===== config.mk =====
export PLATFORM = sky130hd
export DESIGN_NAME = pipe_stage
export DESIGN_NICKNAME = d
export VERILOG_FILES = /design/src/rtl/pipeline_if.sv /design/src/rtl/pipe_stall_counter.sv /design/src/rtl/pipe_stage.sv
export SDC_FILE = /design/constraint.sdc
export NUM_CORES = 1
export LEC_CHECK = 0
export ABC_AREA = 1
export BUFFER_PORTS_ARGS = -buffer_cell sky130_fd_sc_hd__clkbuf_2
export CAP_MARGIN = 20
export CORE_ASPECT_RATIO = 1.1
export CORE_MARGIN = 2
export CORE_UTILIZATION = 53
export DETAILED_ROUTE_END_ITERATION = 6
export PLACE_DENSITY = 0.79
export SKIP_CTS_REPAIR_TIMING = 1
export SLEW_MARGIN = 40
export SYNTH_ARGS = -nofsm -noshare
export SYNTH_HDL_FRONTEND = slang
export SYNTH_SLANG_ARGS = --single-unit

===== constraint.sdc =====
create_clock -name CLK -period 2 [get_ports CLK]
set_input_delay 0.4 -clock CLK [delete_from_list [all_inputs] [get_ports CLK]]
set_output_delay 0.4 -clock CLK [all_outputs]
set_load 0.02 [all_outputs]

===== src/rtl/pipeline_if.sv =====
// Shared pipeline definitions: per-stage payload structs and the latch widths
// derived from them, plus a small helper used by the stage latch.
package pipeline_if;

    // Fetch -> decode payload.
    typedef struct packed {
        logic [31:0] pc;
        logic [31:0] instr;
    } ifetch_t;

    // Decode -> execute payload.
    typedef struct packed {
        logic [31:0] pc;
        logic [31:0] rs1_val;
        logic [31:0] rs2_val;
        logic [31:0] imm;
        logic [4:0]  rd;
        logic [3:0]  alu_op;
        logic        reg_we;
        logic        mem_re;
        logic        mem_we;
    } decode_t;

    // Execute -> memory payload.
    typedef struct packed {
        logic [31:0] pc;
        logic [31:0] alu_res;
        logic [31:0] store_val;
        logic [4:0]  rd;
        logic        reg_we;
        logic        mem_re;
        logic        mem_we;
    } exec_t;

    // Memory -> writeback payload.
    typedef struct packed {
        logic [31:0] result;
        logic [4:0]  rd;
        logic        reg_we;
    } mem_t;

    // Widths handed to each pipe_stage instance between adjacent stages.
    localparam int IFID_W  = $bits(ifetch_t);
    localparam int IDEX_W  = $bits(decode_t);
    localparam int EXMEM_W = $bits(exec_t);
    localparam int MEMWB_W = $bits(mem_t);

    // Number of valid entries held by a two-slot latch.
    function automatic logic [1:0] entry_count(input logic main_v, input logic skid_v);
        return {1'b0, main_v} + {1'b0, skid_v};
    endfunction

endpackage


===== src/rtl/pipe_stall_counter.sv =====
// Saturating up-counter with synchronous clear; used to count stalled cycles
// of a pipeline latch for performance debug.
module pipe_stall_counter
    import pipeline_if::*;
#(
    parameter int CNT_W = 16
) (
    input  logic             CLK,
    input  logic             nRST,
    input  logic             clr,
    input  logic             inc,
    output logic [CNT_W-1:0] count
);

    localparam logic [CNT_W-1:0] CNT_MAX = {CNT_W{1'b1}};

    // Clear wins over increment; the count parks at all-ones instead of wrapping.
    always_ff @(posedge CLK or negedge nRST) begin
        if (!nRST) begin
            count <= '0;
        end else if (clr) begin
            count <= '0;
        end else if (inc && (count != CNT_MAX)) begin
            count <= count + 1'b1;
        end
    end

endmodule


===== src/rtl/pipe_stage.sv =====
// Generic pipeline latch between two adjacent stages. Carries an opaque
// payload with a valid/ready handshake. With SKID=1 a second entry absorbs
// one extra payload so in_ready can come straight from a flop; with SKID=0 a
// single register is used and in_ready depends combinationally on out_ready.
module pipe_stage
    import pipeline_if::*;
#(
    parameter int WIDTH = 32,
    parameter bit SKID  = 1'b1,
    parameter int CNT_W = 16
) (
    input  logic             CLK,
    input  logic             nRST,
    input  logic             flush,
    input  logic             in_valid,
    output logic             in_ready,
    input  logic [WIDTH-1:0] in_data,
    output logic             out_valid,
    input  logic             out_ready,
    output logic [WIDTH-1:0] out_data,
    output logic [1:0]       occupancy,
    input  logic             stall_clr,
    output logic [CNT_W-1:0] stall_count
);

    // Main (head) entry, always the one presented downstream.
    logic             m_valid;
    logic [WIDTH-1:0] m_data;
    // Skid entry; only ever occupied while the main entry is held.
    logic             s_valid;

    logic push;
    logic pop;

    assign push = in_valid & in_ready;
    assign pop  = out_valid & out_ready;

    assign out_valid = m_valid;
    assign out_data  = m_data;
    assign occupancy = entry_count(m_valid, s_valid);

    generate
        if (SKID) begin : g_skid
            logic [WIDTH-1:0] s_data;

            // s_valid is a flop, so upstream never sees a path from out_ready.
            assign in_ready = !s_valid;

            // Head entry: refill from skid first so order stays FIFO, else from input.
            always_ff @(posedge CLK or negedge nRST) begin
                if (!nRST) begin
                    m_valid <= 1'b0;
                    m_data  <= '0;
                end else if (flush) begin
                    m_valid <= 1'b0;
                end else if (!m_valid || pop) begin
                    if (s_valid) begin
                        m_valid <= 1'b1;
                        m_data  <= s_data;
                    end else begin
                        m_valid <= push;
                        if (push) begin
                            m_data <= in_data;
                        end
                    end
                end
            end

            // Skid entry: catches a push that arrives while the head is held.
            always_ff @(posedge CLK or negedge nRST) begin
                if (!nRST) begin
                    s_valid <= 1'b0;
                    s_data  <= '0;
                end else if (flush) begin
                    s_valid <= 1'b0;
                end else if (!m_valid || pop) begin
                    s_valid <= 1'b0;
                end else if (push) begin
                    s_valid <= 1'b1;
                    s_data  <= in_data;
                end
            end
        end else begin : g_single
            // Single register: accept whenever the head is empty or leaving now.
            assign in_ready = !m_valid | out_ready;
            assign s_valid  = 1'b0;

            // Head entry: load on push, drain on pop, drop everything on flush.
            always_ff @(posedge CLK or negedge nRST) begin
                if (!nRST) begin
                    m_valid <= 1'b0;
                    m_data  <= '0;
                end else if (flush) begin
                    m_valid <= 1'b0;
                end else if (push) begin
                    m_valid <= 1'b1;
                    m_data  <= in_data;
                end else if (pop) begin
                    m_valid <= 1'b0;
                end
            end
        end
    endgenerate

    pipe_stall_counter #(
        .CNT_W (CNT_W)
    ) u_stall_counter (
        .CLK   (CLK),
        .nRST  (nRST),
        .clr   (stall_clr),
        .inc   (out_valid & ~out_ready),
        .count (stall_count)
    );

endmodule


==> key figures <==
Detailed routing
  • DR WL/cell: 12.7 um
  • Vias: 3287
  • Routed Antenna Nets: 0
  • Met3 Wirelength: 467 um
  • WL final: 8260 um
  • Starting DRC count in detailed routing: 211
  • Met1 WL: 3670 um
  • Met2 wire length: 3950 um
  • Remaining DRCs: 0
  • Drt first pass iters: 5
  • Top Layer Used: met4
  • Vias/cell: 5.07

Place
  • Placed cells: 632
  • Final GP Congestion: 0.857
  • Port buffer count: 89
  • DP Area: 4340 sq um
  • Pre-CTS setup slack: 0.267 ns
  • Post-DP HPWL: 5860 um

STA
  • Part of the cycle the worst path needs: 87.6%
  • Setup violators final: 0
  • Slew Limit Fails: 0
  • Hold WS: -0.0212 ns
  • Clock Skew: 0.00656 ns
  • Final Critical Period: 1.75 ns
  • Setup ws final: 0.248 ns
  • TNS Setup: 0 ns
  • Worst-Margin Slew: 0.592 ns
  • Slew HR: 60.6%
  • Final Hold Viols: 30
  • RSZ-0062 raised after global routing: no
  • Fmax: 571 MHz

Yosys
  • Synth Area in Compound Gates: 13.4%
  • Post-synthesis mux area share: 0%
  • Synth Register Bits: 82
  • Syn Area/Cell: 8.01 sq um
  • Post-Synth XOR/XNOR Area: 0.463%
  • Adder-cell share of the synthesized area: 0.662%
  • Synth Cell Area: 3780 sq um
  • Cell count after synthesis: 472
  • Largest family of logic cells by synthesized area: simple AND/OR/NAND/NOR gates
  • Distinct cells, synth: 21
  • Syn nets: 512
  • Warnings, synthesis: 0
  • Simple-gate share of the synthesized area: 23.6%
  • Sequential cell area fraction in the yosys report: 54.3%

Critical path
  • Setup Crit Path Kind: register to register
  • Reg2Reg Launch Point: u_stall_counter.count[0]
  • Flop2flop setup slack: 0.25 ns
  • CP Launch Type: register
  • FF-to-FF path depth: 9
  • Worst setup EP type: register
  • Critical Path RT: 2.29 ns
  • Arr. time, crit path: 2.04 ns
  • Crit path max fanout: 13
  • Worst setup startpoint: u_stall_counter.count[0]
  • Reg2reg end: u_stall_counter.count[8]

Cells and area
  • Commonest cells after routing, fill and taps aside: nand2_1, clkbuf_2, dfrtp_1
  • Most common cell after layout, fill and taps aside: nand2_1
  • Layout net count: 598
  • Ratio of cells with drive above 1 in the final layout: 22.2%
  • Filler cell count: 599
  • Layout area overhead: 20.9%
  • Final design area excluding fillers: 4570 sq um
  • # diodes: 0
  • Non-filler cells, final: 648

Clock network
  • Clk_lat worst skew: 0.35 ns
  • CTS buffer count: 9
  • TritonCTS Sinks: 82
  • Clock transition at path regs: 0.08 ns
  • Root Driver: clkbuf_8
  • CTS H-tree depth: 3
  • CTS Buffer Depth: 2
  • CTS tree: done

Global route
  • Pin count of the biggest net entering global routing: 65
  • Vias in the first global route: 3064
  • Tot GR Track Use: 22.9%
  • Final global-route overflow total: 0
  • Global-route wire length before repair: 14200 um
  • Initial antenna violation count: 0

Pwr
  • VDD IR max: 0.000558 V
  • PD cells: 898 nW/um^2
  • P_leak: 2.49 nW
  • Cell-internal power: 2.92 mW
  • Seq pwr share: 50.1%
  • Switch share: 28.9%
  • Power share of the combinational group: 17.2%
  • Psw: 1.19 mW
  • Clock group share of total power: 32.6%

Min path
  • Worst Hold Class: input port to async pin

Floorplanning
  • FP Rows: 32
  • Die Area: 7820 sq um
  • I/O Pins: 90
  • Die X: 84.5 um
  • Initial core utilization: 54.3%
  • CORE AREA: 6970 sq um
  • Chip Height: 92.6 um

Flow run
  • Number of max-cap violations: 0

Run status
  • Status: complete, but fails checks
  • Failing checks: hold timing
[routing by layer]
layer	up-vias	track usage, %
met5	-	0
li1	1678	-
met1	1483	31.3
met2	110	36.2
met3	16	3.92
met4	0	9.66
[sequential cells by signal, summed over array words and instances (netlist names)]
name and cells:
out_valid 1, out_data 32, g_skid.s_data 32, u_stall_counter.count 16, s_valid 1
[logic make-up (layout without fill, tap and decap cells)]
family,after synthesis,after routing
and+or+nand+nor,212,212
AOI/OAI and AO/OA,101,101
DFF,82,82
buffers and inverters,73,164
adders and majority gates,2,2
xor gates and xnor gates,2,2
[through the flow]
| stage | power (mW) | utilization [%] | hold slack, ns |
|---|---|---|---|
| detailed placement | 2.80 | 62.3 | 0.363 |
| global placement | 2.77 | 62.3 | 0.367 |
| global route | 4.33 | 65.6 | 0.00294 |
| CTS | 4.15 | 65.6 | -0.0251 |
| finish | 4.10 | 65.6 | -0.0212 |
| floorplan | 2.50 | - | 0.104 |
[worst max-delay path: stages (launching register included)]
cell     delay [ns]
dfrtp_1        0.43
ha_1           0.23
nand2_1        0.11
nor2_4         0.16
nand2_2        0.11
nor2_4         0.14
nor2_4         0.07
nor2_4         0.26
nand2_1        0.09
nand2_1        0.08
[final cells by class]
cell class	instances	area (sq um)	area share [%]
Clock buffer	10	138	3.01
Tap cell	85	106	2.33
Sequential cell	82	2050	44.9
Clock inverter	6	90.1	1.97
Timing Repair Buffer	97	546	11.9
Multi-Input combinational cell	317	1450	31.6
Inverter	51	191	4.19
[cell usage after synthesis]
master / instances / area [sq um]
a21oi_1: 5 / 25.0
buf_1: 1 / 3.75
buf_2: 5 / 25.0
buf_6: 1 / 11.3
clkbuf_1: 15 / 56.3
dfrtp_1: 82 / 2050
ha_1: 2 / 25.0
inv_1: 47 / 176
inv_2: 4 / 15.0
nand2_1: 150 / 563
nand2_2: 1 / 6.26
nand3_1: 19 / 95.1
nand3b_1: 1 / 7.51
nand4_1: 10 / 62.6
nor2_1: 24 / 90.1
nor2_2: 1 / 6.26
nor2_4: 5 / 56.3
nor3_1: 1 / 5.00
o21ai_0: 32 / 160
o21ai_1: 64 / 320
xor2_1: 2 / 17.5
[power groups by stage]
| stage | Sequential, mW | Combinational (mW) | Clock [mW] |
|---|---|---|---|
| 2_1_floorplan | 2.20 | 0.310 | 0 |
| 4_1_cts | 2.06 | 0.718 | 1.37 |
| 6_report | 2.06 | 0.708 | 1.34 |
| 5_1_grt | 2.09 | 0.802 | 1.44 |
| 3_3_place_gp | 2.07 | 0.694 | 0 |
| 3_5_place_dp | 2.08 | 0.721 | 0 |
[worst max-delay path by stage]
stage | to | cells past startpoint
floorplan | u_stall_counter.count[13] | 10
global placement | g_skid.s_data[24] | 8
detailed placement | g_skid.s_data[30] | 8
CTS | u_stall_counter.count[8] | 9
global route | u_stall_counter.count[8] | 9
finish | u_stall_counter.count[8] | 9
(Power assumes the default switching activity.)
